$ cat src/rtl/wb_load_unit.sv
// Writeback-stage load unit: in-order outstanding-load tracking, load data alignment/extension and
// registered regfile write. Defining WB_UNALIGNED_EN adds the LWL/LWR merge with the old rd value.
module wb_load_unit #(
  parameter int DATA_W = 32,
  parameter int DEPTH  = 2,
  parameter int REG_W  = 5
) (
  input  logic                        clk,
  input  logic                        rst_n,
  input  logic                        flush,
  input  logic                        req_valid,
  output logic                        req_ready,
  input  logic [3:0]                  req_op,
  input  logic [$clog2(DATA_W/8)-1:0] req_off,
  input  logic [REG_W-1:0]            req_rd,
  input  logic [DATA_W-1:0]           req_old,
  input  logic                        resp_valid,
  input  logic [DATA_W-1:0]           resp_data,
  output logic                        wb_valid,
  output logic [REG_W-1:0]            wb_regf,
  output logic [DATA_W-1:0]           wb_data,
  output logic                        err_orphan
);
  localparam int OFF_W = $clog2(DATA_W/8);
  localparam int SH_W  = OFF_W + 3;
  localparam int PTR_W = (DEPTH > 1) ? $clog2(DEPTH) : 1;
  localparam int CNT_W = $clog2(DEPTH + 1);

  typedef enum logic [3:0] {
    OP_LB = 4'd0, OP_LBU, OP_LH, OP_LHU, OP_LW, OP_LWU, OP_LD, OP_LWL, OP_LWR
  } op_e;

  logic [3:0]       r_op  [DEPTH];
  logic [OFF_W-1:0] r_off [DEPTH];
  logic [REG_W-1:0] r_rd  [DEPTH];
  logic [PTR_W-1:0] r_wr_ptr, r_rd_ptr;
  logic [CNT_W-1:0] r_count, r_drop;
  logic             r_err;
  logic             r_wb_valid;
  logic [REG_W-1:0] r_wb_regf;
  logic [DATA_W-1:0] r_wb_data;

  logic w_push, w_pop, w_drop_rsp, w_orphan, w_unused_old;
  logic [3:0]        w_h_op;
  logic [OFF_W-1:0]  w_h_off;
  logic [REG_W-1:0]  w_h_rd;
  logic [SH_W-1:0]   w_byte_sh, w_half_sh, w_word_sh;
  logic [7:0]        w_byte;
  logic [15:0]       w_half;
  logic [31:0]       w_word;
  logic [DATA_W-1:0] w_ld_data;

  function automatic logic [PTR_W-1:0] ptr_inc(input logic [PTR_W-1:0] p);
    return (p == PTR_W'(DEPTH - 1)) ? '0 : p + PTR_W'(1);
  endfunction

  assign req_ready  = ({1'b0, r_count} + {1'b0, r_drop}) < (CNT_W + 1)'(DEPTH);
  // A request presented during flush is dropped even though req_ready may be high.
  assign w_push     = req_valid && req_ready && !flush;
  assign w_drop_rsp = resp_valid && (r_drop != '0);
  assign w_pop      = resp_valid && (r_drop == '0) && (r_count != '0);
  assign w_orphan   = resp_valid && (r_drop == '0) && (r_count == '0);
  assign w_unused_old = ^req_old;

  assign w_h_op  = r_op[r_rd_ptr];
  assign w_h_off = r_off[r_rd_ptr];
  assign w_h_rd  = r_rd[r_rd_ptr];

  // NOTE: descriptor storage has no reset; only pointers/counters define which entries are live.
  always_ff @(posedge clk) begin
    if (w_push) begin
      r_op[r_wr_ptr]  <= req_op;
      r_off[r_wr_ptr] <= req_off;
      r_rd[r_wr_ptr]  <= req_rd;
    end
  end

  always_ff @(posedge clk or negedge rst_n) begin
    if (!rst_n) begin
      r_wr_ptr <= '0;
      r_rd_ptr <= '0;
      r_count  <= '0;
      r_drop   <= '0;
      r_err    <= 1'b0;
    end else begin
      if (w_orphan) r_err <= 1'b1;
      if (flush) begin
        r_wr_ptr <= '0;
        r_rd_ptr <= '0;
        r_count  <= '0;
        r_drop   <= r_drop + r_count - CNT_W'(w_pop) - CNT_W'(w_drop_rsp);
      end else begin
        if (w_push) r_wr_ptr <= ptr_inc(r_wr_ptr);
        if (w_pop)  r_rd_ptr <= ptr_inc(r_rd_ptr);
        r_count <= r_count + CNT_W'(w_push) - CNT_W'(w_pop);
        r_drop  <= r_drop - CNT_W'(w_drop_rsp);
      end
    end
  end

  // Little-endian lane selection: halves and words align down to their natural boundary.
  assign w_byte_sh = {w_h_off, 3'b000};
  assign w_half_sh = {w_h_off & ~OFF_W'(1), 3'b000};
  assign w_word_sh = {w_h_off & ~OFF_W'(3), 3'b000};
  assign w_byte    = resp_data[w_byte_sh +: 8];
  assign w_half    = resp_data[w_half_sh +: 16];
  assign w_word    = resp_data[w_word_sh +: 32];

`ifdef WB_UNALIGNED_EN
  logic [31:0] r_old [DEPTH];
  logic [31:0] w_h_old, w_lwl, w_lwr;
  logic [4:0]  w_lwl_sh, w_lwr_sh;

  always_ff @(posedge clk) begin
    if (w_push) r_old[r_wr_ptr] <= req_old[31:0];
  end

  assign w_h_old  = r_old[r_rd_ptr];
  assign w_lwl_sh = {~w_h_off[1:0], 3'b000};
  assign w_lwr_sh = {w_h_off[1:0], 3'b000};
  assign w_lwl    = (w_word << w_lwl_sh) | (w_h_old & ~(32'hFFFF_FFFF << w_lwl_sh));
  assign w_lwr    = (w_word >> w_lwr_sh) | (w_h_old & ~(32'hFFFF_FFFF >> w_lwr_sh));
`endif

  always_comb begin
    w_ld_data = DATA_W'($signed(w_word));
    case (w_h_op)
      OP_LB:  w_ld_data = DATA_W'($signed(w_byte));
      OP_LBU: w_ld_data = DATA_W'(w_byte);
      OP_LH:  w_ld_data = DATA_W'($signed(w_half));
      OP_LHU: w_ld_data = DATA_W'(w_half);
      OP_LWU: w_ld_data = DATA_W'(w_word);
      OP_LD:  w_ld_data = resp_data;
`ifdef WB_UNALIGNED_EN
      OP_LWL: w_ld_data = DATA_W'($signed(w_lwl));
      OP_LWR: w_ld_data = DATA_W'($signed(w_lwr));
`endif
      default: w_ld_data = DATA_W'($signed(w_word));
    endcase
  end

  always_ff @(posedge clk or negedge rst_n) begin
    if (!rst_n) begin
      r_wb_valid <= 1'b0;
      r_wb_regf  <= '0;
      r_wb_data  <= '0;
    end else begin
      r_wb_valid <= w_pop && (w_h_rd != '0);
      if (w_pop) begin
        r_wb_regf <= w_h_rd;
        r_wb_data <= w_ld_data;
      end
    end
  end

  assign wb_valid   = r_wb_valid;
  assign wb_regf    = r_wb_regf;
  assign wb_data    = r_wb_data;
  assign err_orphan = r_err;
endmodule
$ cat config.mk
export PLATFORM = sky130hd
export DESIGN_NAME = wb_load_unit
export DESIGN_NICKNAME = d
export VERILOG_FILES = /design/src/rtl/wb_load_unit.sv
export SDC_FILE = /design/constraint.sdc
export NUM_CORES = 1
export LEC_CHECK = 0
export BUFFER_PORTS_ARGS = -buffer_cell sky130_fd_sc_hd__buf_4
export CORE_MARGIN = 3
export CORE_UTILIZATION = 34
export DETAILED_ROUTE_END_ITERATION = 10
export GPL_ROUTABILITY_DRIVEN = 1
export PLACE_DENSITY_LB_ADDON = 0.08
export SKIP_CTS_REPAIR_TIMING = 1
export SYNTH_ARGS = -nofsm -noshare
export SYNTH_HDL_FRONTEND = slang
export SYNTH_SLANG_ARGS = --single-unit
$ cat constraint.sdc
create_clock -name clk -period 3.7 [get_ports clk]
set_input_delay 0.555 -clock clk [delete_from_list [all_inputs] [get_ports clk]]
set_output_delay 0.555 -clock clk [all_outputs]
set_load 0.03 [all_outputs]
# Word-level counts from Yosys, hierarchy flattened
# Memories as Yosys holds them, arrays and structs flattened.
# Cells that the tools add are included.
[totals] regBits=45 ram_bits=22 input_bits=80 wordCells=53 n_memories=3
[memory_table] memory="r_rd" depth=2 width=5 rd=1 rd_clocked_by_memory_dff=0 write_ports=1 line_no="35" rtl="logic [REG_W-1:0] r_rd [DEPTH];"
[memory_table] memory="r_op" depth=2 width=4 rd=1 rd_clocked_by_memory_dff=0 write_ports=1 line_no="33" rtl="logic [3:0] r_op [DEPTH];"
[memory_table] memory="r_off" depth=2 width=2 rd=1 rd_clocked_by_memory_dff=0 write_ports=1 line_no="34" rtl="logic [OFF_W-1:0] r_off [DEPTH];"
[op_classes] addsub=9 magnitude_cmp=1 n_eq_ne=3 shift=2 mux=11 n_reduce_logical=16
[op_table] operator="$pmux 32 s4" count=1
[op_table] operator="$shiftx 32x6->16" count=1
[op_table] operator="$shiftx 32x6->8" count=1
[op_table] operator="$eq 4x2->1 const B" count=2
[op_table] operator="$mux 1" count=8
[op_table] operator="$reduce_bool 2->1" count=4
[op_table] operator="$sub 2x1->2" count=4
[op_table] operator="$logic_and 1x1->1" count=7
[op_table] operator="$reduce_bool 5->1" count=1
[op_table] operator="$eq 4x1->1 const B" count=1
[op_table] operator="$logic_not 2->1" count=2
[op_table] operator="$logic_not 4->1" count=1
[op_table] operator="$mux 2" count=2
[op_table] operator="$add 2x2->3" count=1
[op_table] operator="$lt 3x2->1 const B" count=1
[op_table] operator="$add 1x1->1 const B" count=2
[op_table] operator="$add 2x1->2" count=1
[op_table] operator="$add 2x2->2" count=1
[op_table] operator="$logic_not 1->1" count=1

# Depth between registers and ports, before layout
[depth] depth_word=7 ltp_mapped=12 mapped_depth_nobuf=11

# Worst setup path before layout
# Ideal clock, no wire load.
[synth_path] path_type="reg-to-reg" start="reg r_drop[1]" end="reg r_drop[1]" setup_ns=0.128 t_arrival_ns=2.864 t_required_ns=3.572 setup_slack_ns=0.708 path_stages_with_launch=13 path_buffers=2 period_less_slack_ns=2.992 cell_sequence="dfrtp_1 -> nor2_1 -> nand3b_1 -> clkbuf_1 -> inv_2 -> clkbuf_1 -> fa_1 -> fa_1 -> inv_1 -> ha_1 -> xnor2_1 -> a21oi_1 -> xor2_1"
[synth_via] elab_chain_len=6
[synth_lines] item="start: declaration" line_no="37" rtl="logic [CNT_W-1:0] r_count, r_drop;"
[synth_lines] item="start signal: assignment" line_no="91" rtl="r_drop <= r_drop + r_count - CNT_W'(w_pop) - CNT_W'(w_drop_rsp);"
[synth_lines] item="start signal: assignment" line_no="96" rtl="r_drop <= r_drop - CNT_W'(w_drop_rsp);"
[synth_lines] item="$logic_not 2->1" line_no="61" rtl="assign w_pop = resp_valid && (r_drop == '0) && (r_count != '0);"
[synth_lines] item="$logic_and 1x1->1 (2 in series)" line_no="61"
[synth_lines] item="via w_pop" line_no="43" rtl="logic w_push, w_pop, w_drop_rsp, w_orphan, w_unused_old;"
[synth_lines] item="$sub 2x1->2 (2 in series)" line_no="91"
[synth_lines] item="$mux 2" line_no="87" rtl="if (flush) begin"
# The timed path passes the listed nets, and every way through them passes these cells.
# A chain may end at the register's enable or synchronous reset.

# Final worst setup path
[layout_path] start="reg r_rd_ptr" end="reg r_wb_data[13] (netlist: wb_data[13])"
[layout_via] elab_chain_len=3
[layout_lines] item="start: declaration" line_no="36" rtl="logic [PTR_W-1:0] r_wr_ptr, r_rd_ptr;"
[layout_lines] item="start signal: assignment" line_no="94" rtl="if (w_pop) r_rd_ptr <= ptr_inc(r_rd_ptr);"
[layout_lines] item="$mem_v2 2x2 or $mem_v2 2x4 (tied branches)"
[layout_lines] item="$shiftx 32x6->16 (tied with other cells)" line_no="106" rtl="assign w_half = resp_data[w_half_sh +: 16];"
[layout_lines] item="$pmux 32 s4 *" line_no="127" rtl="case (w_h_op)"
[layout_lines] item="end signal: assignment" line_no="151" rtl="r_wb_data <= w_ld_data;"
[layout_lines] item="end: declaration" line_no="41" rtl="logic [DATA_W-1:0] r_wb_data;"
# Mark *: on every way between the ends. The rest lies on a longest branch, timed or not.

==> flow_summary.toml <==
[synth]
syn_inst = 278
ys_seq_elements = 67
ys_types = 38
synth_area_per_cell_um2 = 11.1
syn_nets = 364
seq_area_frac_synth = 0.578
yosysWarnings = 0
synthesis.area_mm2 = 0.00309

[critical_path]
reg2reg_depth = 5
crit_fanout = 14
r2r-end = "wb_data[13]"
r2r_start = "r_rd_ptr"
critPathSlowestCell = "mux2i_4"
start_kind = "flip-flop"
crit_type = "flip-flop to flip-flop"
slowest_delay_ps = 620
crit_family = "multiplexers"
crit_required_ps = 3910
crit_cells = 5
end_kind = "flip-flop"
arrival_ps = 2840
crit_chain = "mux2i_4 > mux4_2 > and3_1 > a221oi_1 > a21oi_1"
reg2reg_slack_ps = 1070
crit_buf_inv = 0

[detailed_routing]
routed-wl-met2_um = 3490
routed_wl_um = 7730
dr_wl_met3_um = 387
antenna_left = 0
drt_iter0_drc = 117
drt-pass1-iter-count = 4
vias_per_cell = 4.91
drc = 0
met1_length_um = 3790
wl_per_cell_um = 16.2
dr.max_layer_used = "met4"
dr_total_vias = 2346

[sta]
setup_violations = 0
fin_hold_ws_ps = 215
slew_viol_final = 0
rsz0062_at_grt = "false"
clock_skew_ps = 12.9
fmax_mhz = 381
fin_crit_sh = 0.710
period_needed_ps = 2630
relSlewSlack = 0.450
worstMarginPinSlew_ps = 825
hold_viol_final = 0
fin_setup_tns_ps = 0

[grt]
grt_max_degree = 46
grt_pass1_vias = 2244
antenna_found_initial = 0
overflow = 0
grt_use_total = 0.155
grt_pass1_wl_um = 12000

[clock_network]
worstSkewPairLatency_ps = 340
cts_root_buf = "clkbuf_8"
clk_pin_slew_ps = 90
cts.sinks = 67
h-tree-depth = 3
cts_tree = "built"
clock_path_buffers = 2
cts_buffers = 9

[finish]
final_common_cell = "buf_4"
final_area_mm2 = 0.00409
drive_gt1_frac = 0.319
fillers = 852
final_nets = 451
area_growth_pct = 32.2
antenna_cells = 0
layout_common_cells = "92 x buf_4, 45 x dfrtp_1, 34 x nor2_1, 31 x nand2_1, 28 x a21oi_1"

[placement]
dp_hpwl_um = 5660
io_buffers = 87
place.gp.congestion = 0.774
dpl_cell_area_mm2 = 0.00384

[pwr]
power_density_mw_per_mm2 = 837
ir_drop_uv = 301
p_leak_nw = 1.83

[die]
die_h_um = 101
row_count = 34
initial_utilization = 0.353
fp.dieArea_mm2 = 0.0103
core_mm2 = 0.00876
io_pins = 120
dieWidth_um = 101

[run_status]
status = "finished clean"

[min_path]
hp-class = "primary input to async pin"

[run]
max_cap_violations = 0
## registers in the layout, indices dropped and copies added (netlist names)
register    flops
wb_data        32
err_orphan      1
wb_valid        1
r_wr_ptr        1
r_off           4
r_rd_ptr        1
r_drop          2
r_rd           10
wb_regf         5
r_count         2
r_op            8
## worst max path at each step
stage | startpoint | to | slack (ps)
final | r_rd_ptr | wb_data[13] | 1070
after global routing | r_rd_ptr | wb_data[22] | 920
after CTS | r_rd_ptr | wb_data[13] | 1110
after detailed placement | resp_valid | r_drop[1] | 1130
after global placement | r_rd_ptr | wb_data[13] | 1110
after floorplan | r_drop[1] | r_drop[1] | 710
## metal layers
| metal | vias to the layer above | GRT usage |
|---|---|---|
| met5 | - | 0 |
| met4 | 0 | 0.0491 |
| met3 | 6 | 0.0441 |
| met2 | 59 | 0.219 |
| met1 | 1110 | 0.228 |
| li1 | 1171 | - |
## cells in the mapped netlist, drive strengths merged
master	instances	area (µm²)
mux2	2	22.5
a21oi	30	154
inv	5	18.8
o21bai	1	7.51
clkbuf	10	37.5
xor2	3	26.3
xnor2	4	35.0
nor2	34	128
and3	2	12.5
a21o	2	15.0
buf	6	43.8
a2bb2oi	7	61.3
nor2b	3	18.8
o21ai	15	75.1
ha	3	37.5
nor3	8	45.0
edfxtp	22	661
mux2i	19	203
o22ai	7	43.8
a221oi	7	61.3
nor4	2	12.5
fa	3	60.1
dfrtp	45	1130
mux4	1	22.5
o21a	1	7.51
and2	1	6.26
nand2	31	116
or4b	1	10.0
nand3b	1	7.51
or4	1	7.51
a31o	1	8.76
## metrics by stage
stage / setup WS [ps] / std cells / utilization / power, mW
floorplan: 708 / 278 / - / 2.14
global placement: 1110 / 462 / 0.438 / 2.69
detailed placement: 1130 / 462 / 0.438 / 2.70
CTS: 1110 / 478 / 0.466 / 3.47
global route: 922 / 478 / 0.466 / 3.65
finish: 1070 / 478 / 0.466 / 3.42
## logic make-up after synthesis
group / after synthesis / synth area share
mux: 22 / 0.0801
fa+ha+maj: 6 / 0.0316
buf+inv: 21 / 0.0324
compound gates: 71 / 0.140
xor+xnor: 7 / 0.0198
flops: 67 / 0.578
simple gates: 84 / 0.118
## where the power goes
group          total, mW  switching [mW]  internal (mW)
logic               1.48           0.908          0.576
clock network      0.753           0.299          0.453
registers           1.18           0.155           1.03
## layout make-up
type | instances | area (µm²) | area share
clock buffers | 9 | 124 | 0.0303
clock inverters | 7 | 124 | 0.0303
inverters | 5 | 18.8 | 0.00459
multi-input cells | 190 | 1210 | 0.296
flip-flops and latches | 67 | 1790 | 0.437
well taps | 108 | 135 | 0.0331
repair buffers | 92 | 691 | 0.169
Note: power is estimated with default switching activity, not from simulation.
